$ cat config.mk
export PLATFORM = sky130hd
export DESIGN_NAME = seq_divider
export DESIGN_NICKNAME = d
export VERILOG_FILES = /design/src/rtl/seq_divider_pkg.sv /design/src/rtl/seq_divider_prefix_sub.sv /design/src/rtl/seq_divider.sv
export SDC_FILE = /design/constraint.sdc
export NUM_CORES = 1
export LEC_CHECK = 0
export ABC_AREA = 1
export BUFFER_PORTS_ARGS = -buffer_cell sky130_fd_sc_hd__buf_2
export CORE_MARGIN = 2
export CORE_UTILIZATION = 53
export CTS_CLUSTER_SIZE = 8
export DETAILED_ROUTE_END_ITERATION = 10
export GPL_TIMING_DRIVEN = 0
export MAX_ROUTING_LAYER = met4
export PLACE_DENSITY = 0.78
export RECOVER_POWER = 50
export SLEW_MARGIN = 20
export SYNTH_ARGS = -nofsm -noshare
export SYNTH_HDL_FRONTEND = slang
export SYNTH_SLANG_ARGS = --single-unit
$ cat constraint.sdc
create_clock -name clk -period 5.1 [get_ports clk]
set_input_delay 0.255 -clock clk [delete_from_list [all_inputs] [get_ports clk]]
set_output_delay 0.255 -clock clk [all_outputs]
set_load 0.02 [all_outputs]
$ cat src/rtl/seq_divider_pkg.sv
// seq_divider_pkg
// Shared types and sizing helpers for the sequential divider.
//   state_t  : divider FSM states (IDLE, CALC, DONE)
//   count_w  : width of the iteration counter for a given operand WIDTH
// Configuration macro: SEQ_DIVIDER_SIGNED_EN (consumed by seq_divider.sv).
package seq_divider_pkg;

    typedef enum logic [1:0] {
        IDLE = 2'd0,
        CALC = 2'd1,
        DONE = 2'd2
    } state_t;

    // The counter runs WIDTH-1 down to 0, so $clog2(WIDTH) bits suffice.
    function automatic int count_w(input int width);
        return (width < 2) ? 1 : $clog2(width);
    endfunction

endpackage

$ cat src/rtl/seq_divider_prefix_sub.sv
// prefix_sub
// Combinational Kogge-Stone subtractor: diff = a - b computed as a + ~b + 1.
//   N      : operand width
//   a, b   : operands (unsigned)
//   diff   : a - b modulo 2^N
//   borrow : 1 when a < b (unsigned), i.e. the true difference is negative
module prefix_sub #(
    parameter int N = 33
) (
    input  logic [N-1:0] a,
    input  logic [N-1:0] b,
    output logic [N-1:0] diff,
    output logic         borrow
);

    localparam int L = (N < 2) ? 1 : $clog2(N);

    logic [N-1:0] g_l [0:L];
    logic [N-1:0] p_l [0:L];

    always_comb begin
        for (int k = 0; k <= L; k++) begin
            g_l[k] = '0;
            p_l[k] = '0;
        end
        g_l[0] = a & ~b;
        p_l[0] = a ^ ~b;
        // Carry-in of 1 folds into bit 0's group generate.
        g_l[0][0] = g_l[0][0] | p_l[0][0];
        for (int k = 1; k <= L; k++) begin
            for (int i = 0; i < N; i++) begin
                if (i >= (1 << (k - 1))) begin
                    g_l[k][i] = g_l[k-1][i] | (p_l[k-1][i] & g_l[k-1][i - (1 << (k - 1))]);
                    p_l[k][i] = p_l[k-1][i] & p_l[k-1][i - (1 << (k - 1))];
                end else begin
                    g_l[k][i] = g_l[k-1][i];
                    p_l[k][i] = p_l[k-1][i];
                end
            end
        end
    end

    // Carry into bit i is the group generate of bits [i-1:0]; bit 0 sees the carry-in.
    assign diff   = p_l[0] ^ {g_l[L][N-2:0], 1'b1};
    assign borrow = ~g_l[L][N-1];

endmodule

$ cat src/rtl/seq_divider.sv
// seq_divider
// Radix-2 restoring divider, one quotient bit per clock.
// Configuration macro: SEQ_DIVIDER_SIGNED_EN (two's-complement operands).
// Ports:
//   clk, rst            : clock, asynchronous active-high reset
//   in_valid / in_ready : operand handshake (dividend, divisor sampled on accept)
//   out_valid/out_ready : result handshake (quotient, remainder, div_by_zero)
//   state_dbg           : current FSM state
// Handshake: a transfer happens on a rising edge where valid and ready are both 1;
// valid/ready outputs are decoded from the state register only, so neither
// in_valid nor out_ready reaches any output combinationally.
module seq_divider
    import seq_divider_pkg::*;
#(
    parameter int WIDTH = 32
) (
    input  logic             clk,
    input  logic             rst,
    input  logic             in_valid,
    output logic             in_ready,
    input  logic [WIDTH-1:0] dividend,
    input  logic [WIDTH-1:0] divisor,
    output logic             out_valid,
    input  logic             out_ready,
    output logic [WIDTH-1:0] quotient,
    output logic [WIDTH-1:0] remainder,
    output logic             div_by_zero,
    output state_t           state_dbg
);

    localparam int COUNT_W = count_w(WIDTH);
    localparam logic [COUNT_W-1:0] CNT_LOAD = COUNT_W'(WIDTH - 1);

    state_t             state_q, state_d;
    logic [WIDTH-1:0]   r_q, q_q, d_q;
    logic [COUNT_W-1:0] cnt_q;

    logic               zero_div;
    logic [WIDTH:0]     sub_a, sub_b, sub_diff;
    logic               sub_borrow;
    logic               unused_diff_msb;
    logic [WIDTH-1:0]   r_nxt, q_nxt, q_res, r_res;
    logic [WIDTH-1:0]   dvd_mag, dvs_mag;

    assign zero_div  = (divisor == '0);
    assign in_ready  = (state_q == IDLE);
    assign out_valid = (state_q == DONE);
    assign state_dbg = state_q;

    // ---------------- FSM ----------------
    always_ff @(posedge clk or posedge rst) begin
        if (rst) state_q <= IDLE;
        else     state_q <= state_d;
    end

    always_comb begin
        state_d = state_q;
        case (state_q)
            IDLE:    if (in_valid) state_d = zero_div ? DONE : CALC;
            CALC:    if (cnt_q == '0) state_d = DONE;
            DONE:    if (out_ready) state_d = IDLE;
            default: state_d = IDLE;
        endcase
    end

    // ---------------- trial subtraction ----------------
`ifdef SEQ_DIVIDER_SIGNED_EN
    logic q_neg_q, r_neg_q;

    // Outside CALC the subtractor is idle, so it negates the dividend at load.
    always_comb begin
        if (state_q == CALC) begin
            sub_a = {r_q, q_q[WIDTH-1]};
            sub_b = {1'b0, d_q};
        end else begin
            sub_a = '0;
            sub_b = {1'b0, dividend};
        end
    end
    assign dvd_mag = dividend[WIDTH-1] ? sub_diff[WIDTH-1:0] : dividend;
    assign dvs_mag = divisor[WIDTH-1]  ? (~divisor + 1'b1)  : divisor;
`else
    assign sub_a   = {r_q, q_q[WIDTH-1]};
    assign sub_b   = {1'b0, d_q};
    assign dvd_mag = dividend;
    assign dvs_mag = divisor;
`endif

    prefix_sub #(.N(WIDTH + 1)) u_sub (
        .a      (sub_a),
        .b      (sub_b),
        .diff   (sub_diff),
        .borrow (sub_borrow)
    );

    // The difference fits in WIDTH bits whenever it is non-negative.
    assign unused_diff_msb = sub_diff[WIDTH];

    assign r_nxt = sub_borrow ? {r_q[WIDTH-2:0], q_q[WIDTH-1]} : sub_diff[WIDTH-1:0];
    assign q_nxt = {q_q[WIDTH-2:0], ~sub_borrow};

`ifdef SEQ_DIVIDER_SIGNED_EN
    assign q_res = q_neg_q ? (~q_nxt + 1'b1) : q_nxt;
    assign r_res = r_neg_q ? (~r_nxt + 1'b1) : r_nxt;
`else
    assign q_res = q_nxt;
    assign r_res = r_nxt;
`endif

    // ---------------- datapath registers ----------------
    always_ff @(posedge clk or posedge rst) begin
        if (rst) begin
            r_q         <= '0;
            q_q         <= '0;
            d_q         <= '0;
            cnt_q       <= '0;
            quotient    <= '0;
            remainder   <= '0;
            div_by_zero <= 1'b0;
`ifdef SEQ_DIVIDER_SIGNED_EN
            q_neg_q     <= 1'b0;
            r_neg_q     <= 1'b0;
`endif
        end else begin
            case (state_q)
                IDLE: begin
                    if (in_valid) begin
                        if (zero_div) begin
                            quotient    <= '1;
                            remainder   <= dividend;
                            div_by_zero <= 1'b1;
                        end else begin
                            r_q   <= '0;
                            q_q   <= dvd_mag;
                            d_q   <= dvs_mag;
                            cnt_q <= CNT_LOAD;
`ifdef SEQ_DIVIDER_SIGNED_EN
                            q_neg_q <= dividend[WIDTH-1] ^ divisor[WIDTH-1];
                            r_neg_q <= dividend[WIDTH-1];
`endif
                        end
                    end
                end
                CALC: begin
                    r_q <= r_nxt;
                    q_q <= q_nxt;
                    if (cnt_q != '0) begin
                        cnt_q <= cnt_q - 1'b1;
                    end else begin
                        quotient    <= q_res;
                        remainder   <= r_res;
                        div_by_zero <= 1'b0;
                    end
                end
                default: ;
            endcase
        end
    end

endmodule

; ---- Yosys cells after proc, flatten, opt, wreduce, memory -nomap -nowiden
; Index checks and enable logic that the tools add are counted.
; Widths: inputs -> output; s select.
[classes]
reduce_logical = 10
n_eq_ne = 9
muxes = 28
bitwise = 365
addsub = 1
[ops]
columns = op, count
row1 = $mux 32, 11
row2 = $pmux 32 s2, 4
row3 = $and 1x1->1, 229
row4 = $or 1x1->1, 131
row5 = $and 33x33->33, 1
row6 = $not 32->33, 1
row7 = $xor 33x33->33, 1
row8 = $logic_not 32->1, 1
row9 = $xor 32x32->32, 1
row10 = $mux 5, 3
row11 = $ne 2x2->1 const B, 5
row12 = $pmux 5 s2, 1
row13 = $reduce_and 3->1, 3
row14 = $mux 2, 4
row15 = $reduce_and 4->1, 2
row16 = $pmux 2 s3, 1
row17 = $logic_not 5->1, 1
row18 = $reduce_bool 5->1, 1
row19 = $sub 5x1->5 const B, 1
row20 = $ne 2x1->1 const B, 2
row21 = $mux 1, 3
row22 = $eq 2x1->1 const B, 1
row23 = $eq 2x2->1 const B, 1
row24 = $logic_not 2->1, 1
row25 = other kinds (3), 3
[word_totals]
reg_bits = 168
in_bits = 68

; ---- Longest topological paths before layout
[depth]
depth_word = 16
ltp_mapped = 18
mapped_depth_nobuf = 18

; ---- By module
; A second synthesis with hierarchy kept.
[unflattened]
hier_cells = 1537
hier_area_um2 = 10397.5
[by_module_without_submodules]
columns = module, area_per_inst_um2, cells_each, instances
row1 = seq_divider, 7669.9, 956, 1
row2 = prefix_sub, 2727.6, 581, 1

; ---- Worst setup path after synthesis
; OpenSTA, ideal clock, no wires.
[synth_path]
path_kind = reg2reg
startpoint = register state_q[1] (netlist: state_dbg[1])
endpoint = register remainder[23]
period_less_slack_ps = 1953
required_time_ps = 4987
path_slack_ps = 3147
t_arrival_ps = 1840
stages_incl_launch_ff = 12
path_buffers = 1
cell_sequence = dfrtp_1 inv_1 nor2_1 nand2_1 o21ai_1 a21oi_1 nand2_2 inv_2 clkbuf_1 or2_1 nand2_1 inv_1
[synth_via]
elab_chain_cells = 3
elab_cells_between_ends = 8
classes_between = eq/ne: 4 / mux: 1 / reduce/logical: 3
[synth_lines]
columns = element, line
row1 = start: declaration, seq_divider.sv:34  ; state_t state_q, state_d;
row2 = start signal: assignment, seq_divider.sv:53  ; else state_q <= state_d;
row3 = $eq 2x1->1 or $logic_not 2->1 (tied branches), seq_divider.sv:125  ; case (state_q)
row4 = "$ne 2x2->1 (no line), or another cell as far along", n/a
row5 = $reduce_and 4->1 (no line), n/a
row6 = end signal: assignment, seq_divider.sv:130  ; remainder <= dividend;
row7 = end signal: assignment, seq_divider.sv:151  ; remainder <= r_res;
row8 = end: declaration, seq_divider.sv:26  ; output logic [WIDTH-1:0] remainder,
; Parallel ways exist; a longest one is shown, timed or not.
; A chain may end at the register's enable or synchronous reset.

==> flow_summary_export.csv <==
group,metric,value,unit
setup_path,reg2reg_depth,12,
floorplanning,initial_core_util,54.08,%
pwr,power_density,768.7,nW/um^2
yosys,synth_cells,1448,
timing,hold_violations,0,
floorplanning,core.rowCount,50,
placed_design,place.detailed.hpwl,21740,um
routing,dr.pass1.iters,6,
yosys,ys_seq_elements,168,
worst_hold_path,holdPathStages,4,
setup_path,crit_start,"rst",
timing,drv_slew,64,
timing,slew_headroom,-89.88,%
timing,fin_ws,2.593,ns
pwr,p_int,4.273,mW
yosys,synth.avg_cell_area,7.009,um^2
timing,setup_viol,0,
finish,most-common-layout-cells,"nand2_1, inv_1, dfrtp_1",
cts,root_buffer,"clkbuf_16",
timing,finalClockSkew,0.01531,ns
yosys,synth_edf_count,0,
pwr,ir_drop,0.3051,mV
yosys,syn_area,10150,um^2
worst_hold_path,min_from,"out_ready",
yosys,ys_top_cells_by_area,"dfrtp_1, nand2_1, inv_1",
finish,nNetsFinal,1708,
pwr,p_seq_share,24.9,%
global_routing,grt_pass1_wl,44300,um
worst_hold_path,whs_endpoint,"state_dbg[1]",
routing,ant_nets,0,
cts,numCtsBuffers,17,
yosys,synthArstFlopShare,100.0,%
setup_path,critPathArrivalTime,3.05,ns
global_routing,grt_pass1_vias,9025,
finish,diodes,0,
placed_design,io_buffers,136,
global_routing,grt_overflow_total,0,
routing,via_per_inst,5.297,
cts,clkTransAtPathRegs,0.08,ns
pwr,p_clk_share,14.3,%
yosys,synth_top_area_share,41.42,%
yosys,syn_nets,1551,
routing,wl_per_cell,14.89,um
pwr,netSwitchingFraction,52.32,%
floorplanning,dieHeight,142.4,um
pwr,power_leakage,6.203,nW
finish,mostFrequentLayoutCell,"nand2_1",
floorplanning,coreArea,18770,um^2
routing,drt_iter0_drc,733,
outcome,status,"finished with violations",
worst_hold_path,hp-class,"input pin to flip-flop",
setup_path,r2r_end,"remainder[22]",
finish,final_area,11660,um^2
timing,rsz0062_at_grt,"no",
setup_path,r2r-start,"r_q[18]",
routing,drt_wl_total,27570,um
pwr,power_switching,4.689,mW
placed_design,pre_cts_ws,2.548,ns
floorplanning,die_w,142.4,um
cts,clockBufferDepth,2,
global_routing,antenna_found_initial,0,
finish,final_util,62.12,%
floorplanning,num_io_pins,137,
flow_run,maxCapViolCount,1,
setup_path,crit_required,5.65,ns
timing,min_period_over_period,49.16,%
outcome,violations,"max-capacitance violations, max-slew violations",
setup_path,critical_path_class,"input pin to asynchronous set/reset pin",
yosys,ys_seq_area_share,41.42,%
cts,cts_tree,"yes",
setup_path,path_max_fanout,105,
cts,insertion_delay,0.45,ns
finish,layout-drive-gt1-share,9.271,%
yosys,synthDistinctLibCells,37,
global_routing,grt_start_max_net_pins,106,
yosys,synthFlopType,"dfrtp_1",
floorplanning,die-area,20270,um^2
timing,worstMarginPinSlew,2.833,ns
yosys,ys_warn_count,0,
placed_design,gp_congestion,0.9424,
setup_path,startpoint_type,"input pin",
setup_path,reg2reg_setup_slack,2.66,ns
routing,vias,9810,
global_routing,grt_use_total,28.81,%
timing,period_minus_slack,2.507,ns
placed_design,dpl_cell_area,11160,um^2
cts,cts_sinks,168,
finish,syn2layout_area_growth,14.87,%
yosys,yosysTopAreaCell,"dfrtp_1",
routing,drc_errors,0,
setup_path,cp-end-kind,"asynchronous set/reset pin",
cts,htreeDepth,4,
pwr,power_frac_comb,60.7,%
timing,fmax,0.3989,GHz
Yosys cell counts, types with 6 or more instances:
cell and instances:
or2_0 27, o21ai_0 105, a21oi_1 73, buf_1 6
inv_1 261, xor2_1 13, nand3_1 104, dfrtp_1 168
buf_2 15, nand2_1 417, nor2_1 88, nand2_2 15
nand4_1 51, ha_1 34, clkbuf_1 27, a31oi_1 8
logic make-up (layout without fill, tap and decap cells):
| group | after synthesis | in the layout | share of synthesized area, % |
|---|---|---|---|
| AND/OR/NAND/NOR | 717 | 717 | 30.60 |
| buffers and inverters | 317 | 487 | 12.20 |
| XOR/XNOR | 15 | 15 | 1.294 |
| flip-flops | 168 | 168 | 41.42 |
| AO/OA/AOI/OAI | 196 | 196 | 10.10 |
| adder cells (fa/ha/maj) | 35 | 35 | 4.389 |
critical path: stages:
cell and delay [ns]:
dlygate4sd3_1 0.53, buf_2 0.12, clkinvlp_2 1.61, buf_16 0.46
per-stage QoR:
step                hold WS [ns]  cells  TNS [ns]  total power, mW
floorplan                 0.4183   1448         0            6.162
global placement          0.4669   1818   -236.35            7.500
detailed placement        0.3274   1819         0            7.631
CTS                      0.07317   1852         0            8.944
global route             0.08127   1852         0            9.802
finish                   0.07639   1852         0            8.962
power groups by stage:
stage / logic (mW) / registers [mW] / clock network, mW
6_report: 5.44 / 2.23 / 1.28
5_1_grt: 6.17 / 2.29 / 1.34
4_1_cts: 5.44 / 2.22 / 1.29
3_5_place_dp: 5.39 / 2.24 / 0
3_3_place_gp: 5.28 / 2.22 / 0
2_1_floorplan: 3.82 / 2.34 / 0
how the worst max path moves through the flow:
| stage | slack (ns) | endpoint | cells after the start |
|---|---|---|---|
| after floorplan | 0.30 | cnt_q[0] | 1 |
| after detailed placement | 2.55 | d_q[23] | 12 |
| after CTS | 2.69 | remainder[22] | 12 |
| final | 2.59 | q_q[19] | 4 |
| after global placement | -1.42 | remainder[27] | 2 |
| after global routing | 2.16 | r_q[21] | 4 |
repair_timing:
action                    CTS  global route
buffers inserted            0             0
hold buffers                1             0
resized for setup           0             0
hold endpoints to repair   63             0
sequential cells by signal, summed over array words and instances, names as in the netlist:
name and cells:
r_q 32, d_q 32, state_dbg 2, div_by_zero 1, remainder 32, cnt_q 5
quotient 32, q_q 32
area by class of cell:
class,instances,area [um^2]
Sequential cell,168,4204
Buffer,53,247.7
Clock buffer,18,429.2
Tap cell,234,292.8
Clock inverter,14,151.4
Fill cell,1779,7109
Timing Repair Buffer,138,634.4
Multi-Input combinational cell,963,4707
Inverter,264,992.2
per-layer routing:
metal  up-vias  track usage, %  wire length [um]
met5         -               -                 0
met3        66           4.408              1983
met1      4495           39.03             12490
met4         0           10.84               918
met2       385           44.04             12170
li1       4864               -                 -
Note: power is estimated with default switching activity, not from simulation.
